**src/rtl/scan_pkg.sv**
```systemverilog
// Shared definitions for the scan-chain loader: chain geometry and FSM states.
package scan_pkg;

  localparam int SCAN_BYTE_W    = 8;
  // 31 memory bytes, 1 button bit, 7 LED bits.
  localparam int SCAN_CHAIN_LEN = 31 * 8 + 1 + 7;

  typedef enum logic [2:0] {
    ST_IDLE,
    ST_FETCH,
    ST_SHIFT,
    ST_EMIT,
    ST_DONE
  } state_t;

endpackage

```
**src/rtl/scan_byte_shifter.sv**
```systemverilog
// One byte of serial traffic: transmit register (MSB first), receive register
// fed from the chain tail, and a per-byte shift counter.
module scan_byte_shifter
  import scan_pkg::*;
#(
  parameter int BYTE_W = SCAN_BYTE_W
) (
  input  logic              clk,
  input  logic              rst,
  input  logic              load,
  input  logic              shift,
  input  logic [BYTE_W-1:0] load_data,
  input  logic              scan_out,
  output logic              tx_msb,
  output logic [BYTE_W-1:0] rx_data,
  output logic              last
);

  localparam int CW = $clog2(BYTE_W + 1);

  logic [BYTE_W-1:0] tx_sr;
  logic [BYTE_W-1:0] rx_sr;
  logic [CW-1:0]     shift_cnt;

  always_ff @(posedge clk) begin
    if (!rst) begin
      tx_sr     <= '0;
      rx_sr     <= '0;
      shift_cnt <= '0;
    end else if (load) begin
      tx_sr     <= load_data;
      shift_cnt <= '0;
    end else if (shift) begin
      tx_sr     <= {tx_sr[BYTE_W-2:0], 1'b0};
      rx_sr     <= {rx_sr[BYTE_W-2:0], scan_out};
      shift_cnt <= shift_cnt + CW'(1);
    end
  end

  assign tx_msb  = tx_sr[BYTE_W-1];
  assign rx_data = rx_sr;
  // High during the final shift cycle of the current byte.
  assign last    = (shift_cnt == CW'(BYTE_W - 1));

endmodule

```
**src/rtl/scan_chain_loader.sv**
```systemverilog
// Byte-wide front-end for the memory-bank scan chain: each pass loads new
// contents and returns the previous contents, tail bits first.
module scan_chain_loader
  import scan_pkg::*;
#(
  parameter int CHAIN_LEN = SCAN_CHAIN_LEN,
  parameter int BYTE_W    = SCAN_BYTE_W
) (
  input  logic              clk,
  input  logic              rst,
  input  logic              start,
  input  logic              abort,
  input  logic [BYTE_W-1:0] in_data,
  input  logic              in_valid,
  output logic              in_ready,
  output logic [BYTE_W-1:0] out_data,
  output logic              out_valid,
  input  logic              out_ready,
  output logic              scan_enable,
  output logic              scan_in,
  input  logic              scan_out,
  output logic              busy,
  output logic              done
);

  localparam int CNT_W = $clog2(CHAIN_LEN + 1);

  // Handshakes: a byte moves on in_data when in_valid && in_ready at a rising
  // edge, and on out_data when out_valid && out_ready at a rising edge; both
  // ready/valid flags are registered and never high together.
  state_t            state;
  logic [CNT_W-1:0]  bit_cnt;
  logic              load;
  logic              shift;
  logic              tx_msb;
  logic              last;
  logic [BYTE_W-1:0] rx_data;

  assign load  = (state == ST_FETCH) && in_valid && in_ready && !abort;
  assign shift = (state == ST_SHIFT) && !abort;

  scan_byte_shifter #(.BYTE_W(BYTE_W)) u_shifter (
    .clk       (clk),
    .rst       (rst),
    .load      (load),
    .shift     (shift),
    .load_data (in_data),
    .scan_out  (scan_out),
    .tx_msb    (tx_msb),
    .rx_data   (rx_data),
    .last      (last)
  );

  // Gated so both serial-side and byte-side outputs read 0 outside their phase.
  assign scan_in  = scan_enable & tx_msb;
  assign out_data = out_valid ? rx_data : '0;

  always_ff @(posedge clk) begin
    if (!rst) begin
      state       <= ST_IDLE;
      bit_cnt     <= '0;
      in_ready    <= 1'b0;
      out_valid   <= 1'b0;
      scan_enable <= 1'b0;
      busy        <= 1'b0;
      done        <= 1'b0;
    end else if (abort && state != ST_IDLE) begin
      state       <= ST_IDLE;
      in_ready    <= 1'b0;
      out_valid   <= 1'b0;
      scan_enable <= 1'b0;
      busy        <= 1'b0;
      done        <= 1'b0;
    end else begin
      case (state)
        ST_IDLE: begin
          if (start) begin
            state    <= ST_FETCH;
            bit_cnt  <= '0;
            in_ready <= 1'b1;
            busy     <= 1'b1;
          end
        end
        ST_FETCH: begin
          if (in_valid) begin
            state       <= ST_SHIFT;
            in_ready    <= 1'b0;
            scan_enable <= 1'b1;
          end
        end
        ST_SHIFT: begin
          bit_cnt <= bit_cnt + CNT_W'(1);
          if (last) begin
            state       <= ST_EMIT;
            scan_enable <= 1'b0;
            out_valid   <= 1'b1;
          end
        end
        ST_EMIT: begin
          if (out_ready) begin
            out_valid <= 1'b0;
            if (bit_cnt == CNT_W'(CHAIN_LEN)) begin
              state <= ST_DONE;
              done  <= 1'b1;
            end else begin
              state    <= ST_FETCH;
              in_ready <= 1'b1;
            end
          end
        end
        ST_DONE: begin
          state <= ST_IDLE;
          done  <= 1'b0;
          busy  <= 1'b0;
        end
        default: begin
          state <= ST_IDLE;
        end
      endcase
    end
  end

endmodule

```
**config.mk**
```make
export PLATFORM = sky130hd
export DESIGN_NAME = scan_chain_loader
export DESIGN_NICKNAME = d
export VERILOG_FILES = /design/src/rtl/scan_pkg.sv /design/src/rtl/scan_byte_shifter.sv /design/src/rtl/scan_chain_loader.sv
export SDC_FILE = /design/constraint.sdc
export NUM_CORES = 1
export LEC_CHECK = 0
export CAP_MARGIN = 15
export CORE_MARGIN = 3
export CORE_UTILIZATION = 40
export DETAILED_ROUTE_END_ITERATION = 10
export DONT_BUFFER_PORTS = 1
export GPL_ROUTABILITY_DRIVEN = 0
export PLACE_DENSITY = 0.59
export SETUP_SLACK_MARGIN = 0.5
export SYNTH_ARGS = -nofsm -noshare
export SYNTH_HDL_FRONTEND = slang
export SYNTH_SLANG_ARGS = --single-unit
```
**constraint.sdc**
```tcl
create_clock -name clk -period 2.32 [get_ports clk]
set_input_delay 0.348 -clock clk [delete_from_list [all_inputs] [get_ports clk]]
set_output_delay 0.348 -clock clk [all_outputs]
set_load 0.02 [all_outputs]
```
# After elaboration in Yosys (flattened, before gate mapping)

Index checks and enable logic that the tools add are counted.

Bits in registers: 37
Input port bits: 15

Add/subtract/negate cells: 2
Eq/ne operators: 12
Mux-type cells: 26
Bitwise operators: 4
Reductions and logical operators: 25

Operators with widths:

| kind                                          | number |
|---|---|
| two-way mux 8 bit                             | 3 |
| one-hot mux 9 bit (2 select lines)            | 1 |
| two-way mux 3 bit                             | 5 |
| inequality test 2 bit, second input constant  | 6 |
| one-hot mux 3 bit (4 select lines)            | 1 |
| AND reduction 3 bit                           | 4 |
| nonzero test 2 bit                            | 6 |
| two-way mux 1 bit                             | 10 |
| adder 9 x 1 -> 9 bit, second input constant   | 1 |
| == test 9 bit, second input constant          | 1 |
| two-way mux 9 bit                             | 1 |
| one-hot mux 1 bit (2 select lines)            | 4 |
| == test 3 x 2 -> 1 bit, second input constant | 2 |
| nonzero test 3 bit                            | 2 |
| logical AND 1 bit                             | 5 |
| AND reduction 5 bit                           | 1 |
| adder 4 x 1 -> 4 bit, second input constant   | 1 |
| == test 4 x 3 -> 1 bit, second input constant | 1 |
| AND reduction 2 bit                           | 2 |
| AND reduction 4 bit                           | 1 |
| OR reduction 2 bit                            | 2 |
| == test 3 x 1 -> 1 bit, second input constant | 1 |
| == test 3 bit, second input constant          | 1 |
| logical NOT 3 bit                             | 1 |
| 4 further kinds                               | 6 |

# Depth between registers and ports, before layout

Depth after elaboration: 6
Mapped depth: 6
Depth with buffers taken out: 6

# By module

From an unflattened synthesis, not the netlist that was laid out.

Cell total of the unflattened synthesis: 194
Area, all modules: 1756.7 µm²

By module, submodules not included:

| module            | instances | cells an instance | area an instance (µm²) |
|---|---|---|---|
| scan_chain_loader | 1         | 114               | 937.1 |
| scan_byte_shifter | 1         | 80                | 819.5 |

# Least setup slack after synthesis

No wires, ideal clock.

Path kind: register -> register
From: register state[0]
To: register bit_cnt[8]
Library setup time: 0.123 ns
Arrival: 1.306 ns
Path slack: 0.890 ns
Stages on the path, launching flop included: 6
Cells stage by stage: dfxtp_1 -> buf_2 -> nor2_4 -> o2111ai_4 -> nor3_1 -> mux2_1

Word-level cells in the longest chain between the ends: 4
Elaborated cells between the ends (all ways): 9

Ends and longest elaborated chain:

| item                                                           | line                    | RTL |
|---|---|---|
| start, declared                                                | scan_chain_loader.sv:31 | `state_t state;` |
| start signal, assigned                                         | scan_chain_loader.sv:60 | `state <= ST_IDLE;` |
| start signal, assigned                                         | scan_chain_loader.sv:68 | `state <= ST_IDLE;` |
| start signal, assigned                                         | scan_chain_loader.sv:78 | `state <= ST_FETCH;` |
| branches (longest 4 deep; another with == test 3 x 2 -> 1 bit) | -                       |  |
| end signal, assigned                                           | scan_chain_loader.sv:92 | `bit_cnt <= bit_cnt + CNT_W'(1);` |
| end, declared                                                  | scan_chain_loader.sv:32 | `logic [CNT_W-1:0] bit_cnt;` |

Several ways; the timed one is not identified.
A chain may end at the register's enable or synchronous reset.

# Final worst setup path

From: register state[0]
To: register u_shifter.shift_cnt[0]

Word-level cells in the longest chain between the ends: 5
Elaborated cells between the ends (all ways): 7

Ends and longest elaborated chain:

| item                                | line                    | RTL |
|---|---|---|
| == test 3 x 1 -> 1 bit              | scan_chain_loader.sv:39 | `assign load = (state == ST_FETCH) && in_valid && in_ready && !abort;` |
| logical AND 1 bit (3 in a row)      | scan_chain_loader.sv:39 |  |
| OR reduction 2 bit (no source line) | -                       |  |
| end signal, assigned                | scan_byte_shifter.sv:36 | `shift_cnt <= shift_cnt + CW'(1);` |
| end, declared                       | scan_byte_shifter.sv:23 | `logic [CW-1:0] shift_cnt;` |

Parallel ways exist; a longest one is shown, timed or not.

==> results.md <==
- The flow ran to the end, and the final reports show no timing, DRC or antenna violations.
- Summing the areas of all xor and xnor instances in the mapped netlist gives under 10% of the synthesized area.
- After synthesis, flip-flops and latches occupy 41.2% of the total area.
- In the synthesized netlist the async set-or-reset flop fraction comes to 0%.
- The top cell type by total area after synthesis is sky130_fd_sc_hd__dfxtp_1.
- TritonCTS built the clock tree.
- The iteration count of the initial detailed-routing pass is 4.
- For this run, the number of Yosys warnings is 0.
- Along the worst path, the maximum fanout reaches 10.
- At the pin with the least slew margin, the transition time is around 0.53 ns.
- The post-synthesis simple-gate area fraction is 27.1%.
- The number of antenna violations at the first check in global routing came to 0.
- The number of placed instances, taps included, is roughly 250.
- The average cell area after synthesis is roughly 8.7 um^2.
- The effective utilization at floorplan is 43.1%.
- For the final database, setup skew stands at between 0.006 and 0.007 ns.
- The worst vdd rail ir drop is 443 uV.
- The via count of the first global-routing pass is 1411.
- The H-tree generated during clock tree synthesis spans 2 levels.
- The area of combinational cells with multiple inputs is 971 um^2.
- The leakage power of the design is 0.647 nW.
- For this run, the leading register cell type out of synthesis is sky130_fd_sc_hd__dfxtp_1.
- Headroom to the max-slew limit came out at between 60% and 70%.
- Global routing used 15.2% of the available tracks across all layers.
- The top cell type by area accounts for 41.2% of the synthesized area.
- The DRC violations left is 0.
- The post-synthesis share of cell area spent on full adders, half adders and majority gates is under 10%.
- CTS placed an instance of sky130_fd_sc_hd__clkbuf_8 at the clock tree root.
- The count of hold-fix buffers inserted at cts is 0.
- After synthesis, the largest family of logic cells by area is simple AND/OR/NAND/NOR gates.
- The per-cell routed wire length is around 15 um.
- Cells fill 46.4% of the core in the end.
- The sort of element at the end of the critical path is a flip-flop.
- Adding up every negative setup slack in the final design gives 0 ns.
- Setup repair after global routing left no endpoint under its margin.
- Once layout is complete, the cells apart from fillers number 258.
- In the synthesized netlist, the number of instances is 207.
- The number of pins with negative max-slew slack in the final report is 0.
- In the synthesized netlist, mux cells make up 1.18% of the area.
- The chip height is around 73 um.
- The share of final-layout standard cells stronger than drive strength 1 is 9.13%.
- For the worst setup path, the data required time is 2.51 ns.
- The mean number of vias per cell is ~5.7.
- The detailed-route via count is 1466.
- The first-pass GRT wire length is 6360 um.
- The fraction of the mapped netlist area in compound gates is 20.7%.
- From left edge to right edge, the die measures 73.1 um.
- The area overhead of the layout relative to synthesis is 7.58%.
- Summing all flip-flop and latch instances after layout gives ~740 um^2.
- Setup violations remaining at the end of the flow were counted as 0.
- The kind of start point of the critical path is a flip-flop.
- The synthesized area is around 1800 um^2.
- The library cell used most frequently in the layout, excluding fill and tap cells, is sky130_fd_sc_hd__dfxtp_1.
- The violation count after the first detailed-route iteration is 94.
- After global routing the overflow that remains totals 0.
- The number of top-level pins is 29.
- The number of synthesized flops with an enable pin is 0.
- Counting every net in the synthesized netlist gives approximately 230.
- At the worst endpoint, the arrival time is 1.83 ns.
- The synthesized flop and latch total is 37.
- In the layout the commonest cells are sky130_fd_sc_hd__dfxtp_1, sky130_fd_sc_hd__nand2_1, sky130_fd_sc_hd__a21boi_1.
- The share of the clock period used by the worst path after layout is 70.9%.
- In the post-route analysis, the smallest setup slack over all paths is 0.675 ns.
- The type of the worst setup path is flip-flop to flip-flop.
- 0 antenna diodes ended up in the layout.
- OpenSTA, run right after detailed placement, puts the worst setup slack at 0.521 ns.
- The port buffer count is 0.
- The core footprint is 4170 um^2.
- The number of clock buffers added by TritonCTS is 5.
- Across the run, the number of max-cap violations was 0.
- The min-delay analysis places its worst path in the category input pin to flip-flop.
- The final layout contains routed wiring with a total length of 3850 um.
- The total power density per cell area is 829 nW/um^2.
- The pin count of the biggest net entering global routing is 21.
- The latest clock arrival within the worst-skew pair is 0.29 ns.
- The time the final worst path needs with I/O delays and setup is 1.65 ns.
- The full die area is between 5000 and 6000 um^2.
- Clock-pin slew was measured on the worst setup and hold paths at 0.07 ns.
- The floorplan has 23 rows.
- By area the synthesized netlist is led by sky130_fd_sc_hd__dfxtp_1, sky130_fd_sc_hd__nand2_1, sky130_fd_sc_hd__a21boi_1.
- The final count of hold timing violations is 0.
- The post-DP HPWL is 2850 um.
- The final-stage net count is 226.
- Fill cells in the final layout number approximately 400.
- In this run the deepest clock path goes through 2 buffers.
- For this design, the sink count on the clock tree is 37.
- The distinct cell type count of the synthesized netlist is 48.
- The maximum clock rate is 608 MHz.
- Once detail routing completed, the nets flagged for antenna violations numbered 0.
logic make-up (layout without fill, tap and decap cells):
kind of cell,count (synthesis),after routing
mux,2,2
compound gates,51,51
buf+inv,18,19
fa+ha+maj,3,3
simple gates,90,90
flops,37,37
xor+xnor,6,6
metal layers:
metal / track usage (%) / vias to the layer above / part of all wire [%]
met2: 26.5 / 43 / 51
li1: - / 724 / -
met3: 4.68 / 7 / 6.7
met1: 16.7 / 692 / 41
met4: 6.97 / 0 / 1.5
met5: 0 / - / 0
area by class of cell:
cell class	instances	area share, %
clock buffer	5	3.56
clock inverter	2	1.81
inverter	9	1.75
multi-input combinational	152	50.2
sequential	37	38.3
tap	50	3.23
timing repair buffer	3	1.16
path summary, 6_finish.rpt:
kind                                          from  cells after the start  slack, ns                      to
worst min-delay path                    in_data[0]                      2       0.19      u_shifter.tx_sr[0]
worst max register to register            state[0]                      4       0.67  u_shifter.shift_cnt[0]
worst min register to register  u_shifter.tx_sr[4]                      2       0.46      u_shifter.tx_sr[4]
worst max-delay path                      state[0]                      4       0.67  u_shifter.shift_cnt[0]
registers in the layout, indices dropped and copies added, names as in the netlist:
register / flops
bit_cnt: 9
u_shifter.rx_data: 8
u_shifter.tx_sr: 8
u_shifter.shift_cnt: 4
state: 3
busy: 1
done: 1
in_ready: 1
out_valid: 1
scan_enable: 1
power by group:
group / leakage [nW] / switching (mW) / internal (mW) / total, mW
clock: 0.0540 / 0.222 / 0.312 / 0.534
combinational: 0.293 / 0.167 / 0.127 / 0.293
sequential: 0.300 / 0.0979 / 0.680 / 0.778
total: 0.647 / 0.487 / 1.12 / 1.61
timing repair:
item / CTS / global route
buffers inserted: 0 / 2
setup endpoints to repair: 0 / 19
resized for setup: 0 / 1
Yosys cell counts (3+ instances only):
cell and n:
sky130_fd_sc_hd__buf_2 4, sky130_fd_sc_hd__and2_1 11, sky130_fd_sc_hd__nand2_1 34, sky130_fd_sc_hd__or3_1 4, sky130_fd_sc_hd__a22oi_1 7, sky130_fd_sc_hd__dfxtp_1 37
sky130_fd_sc_hd__ha_1 3, sky130_fd_sc_hd__xor2_1 4, sky130_fd_sc_hd__inv_1 9, sky130_fd_sc_hd__nor3_1 3, sky130_fd_sc_hd__a21boi_1 16, sky130_fd_sc_hd__nor2_1 14
sky130_fd_sc_hd__o21ai_0 5, sky130_fd_sc_hd__nand3_1 3, sky130_fd_sc_hd__a21oi_1 11, sky130_fd_sc_hd__nand4_1 4
worst max-delay path, stage by stage, from the launching register on:
cell and delay, ns:
sky130_fd_sc_hd__dfxtp_1 0.58, sky130_fd_sc_hd__and4bb_1 0.32, sky130_fd_sc_hd__and3_1 0.37, sky130_fd_sc_hd__nand2b_4 0.21
sky130_fd_sc_hd__nor2_1 0.05
stage by stage:
step / power, mW / hold WS, ns / cell area, um^2
5_1_grt: 1.69 / 0.194 / 1940
3_5_place_dp: 1.08 / 0.449 / 1820
2_1_floorplan: 1.03 / 0.430 / 1800
3_3_place_gp: 1.06 / 0.442 / 1820
4_1_cts: 1.62 / 0.188 / 1920
6_report: 1.61 / 0.187 / 1940
No activity file was read; power rests on OpenSTA's default activity.
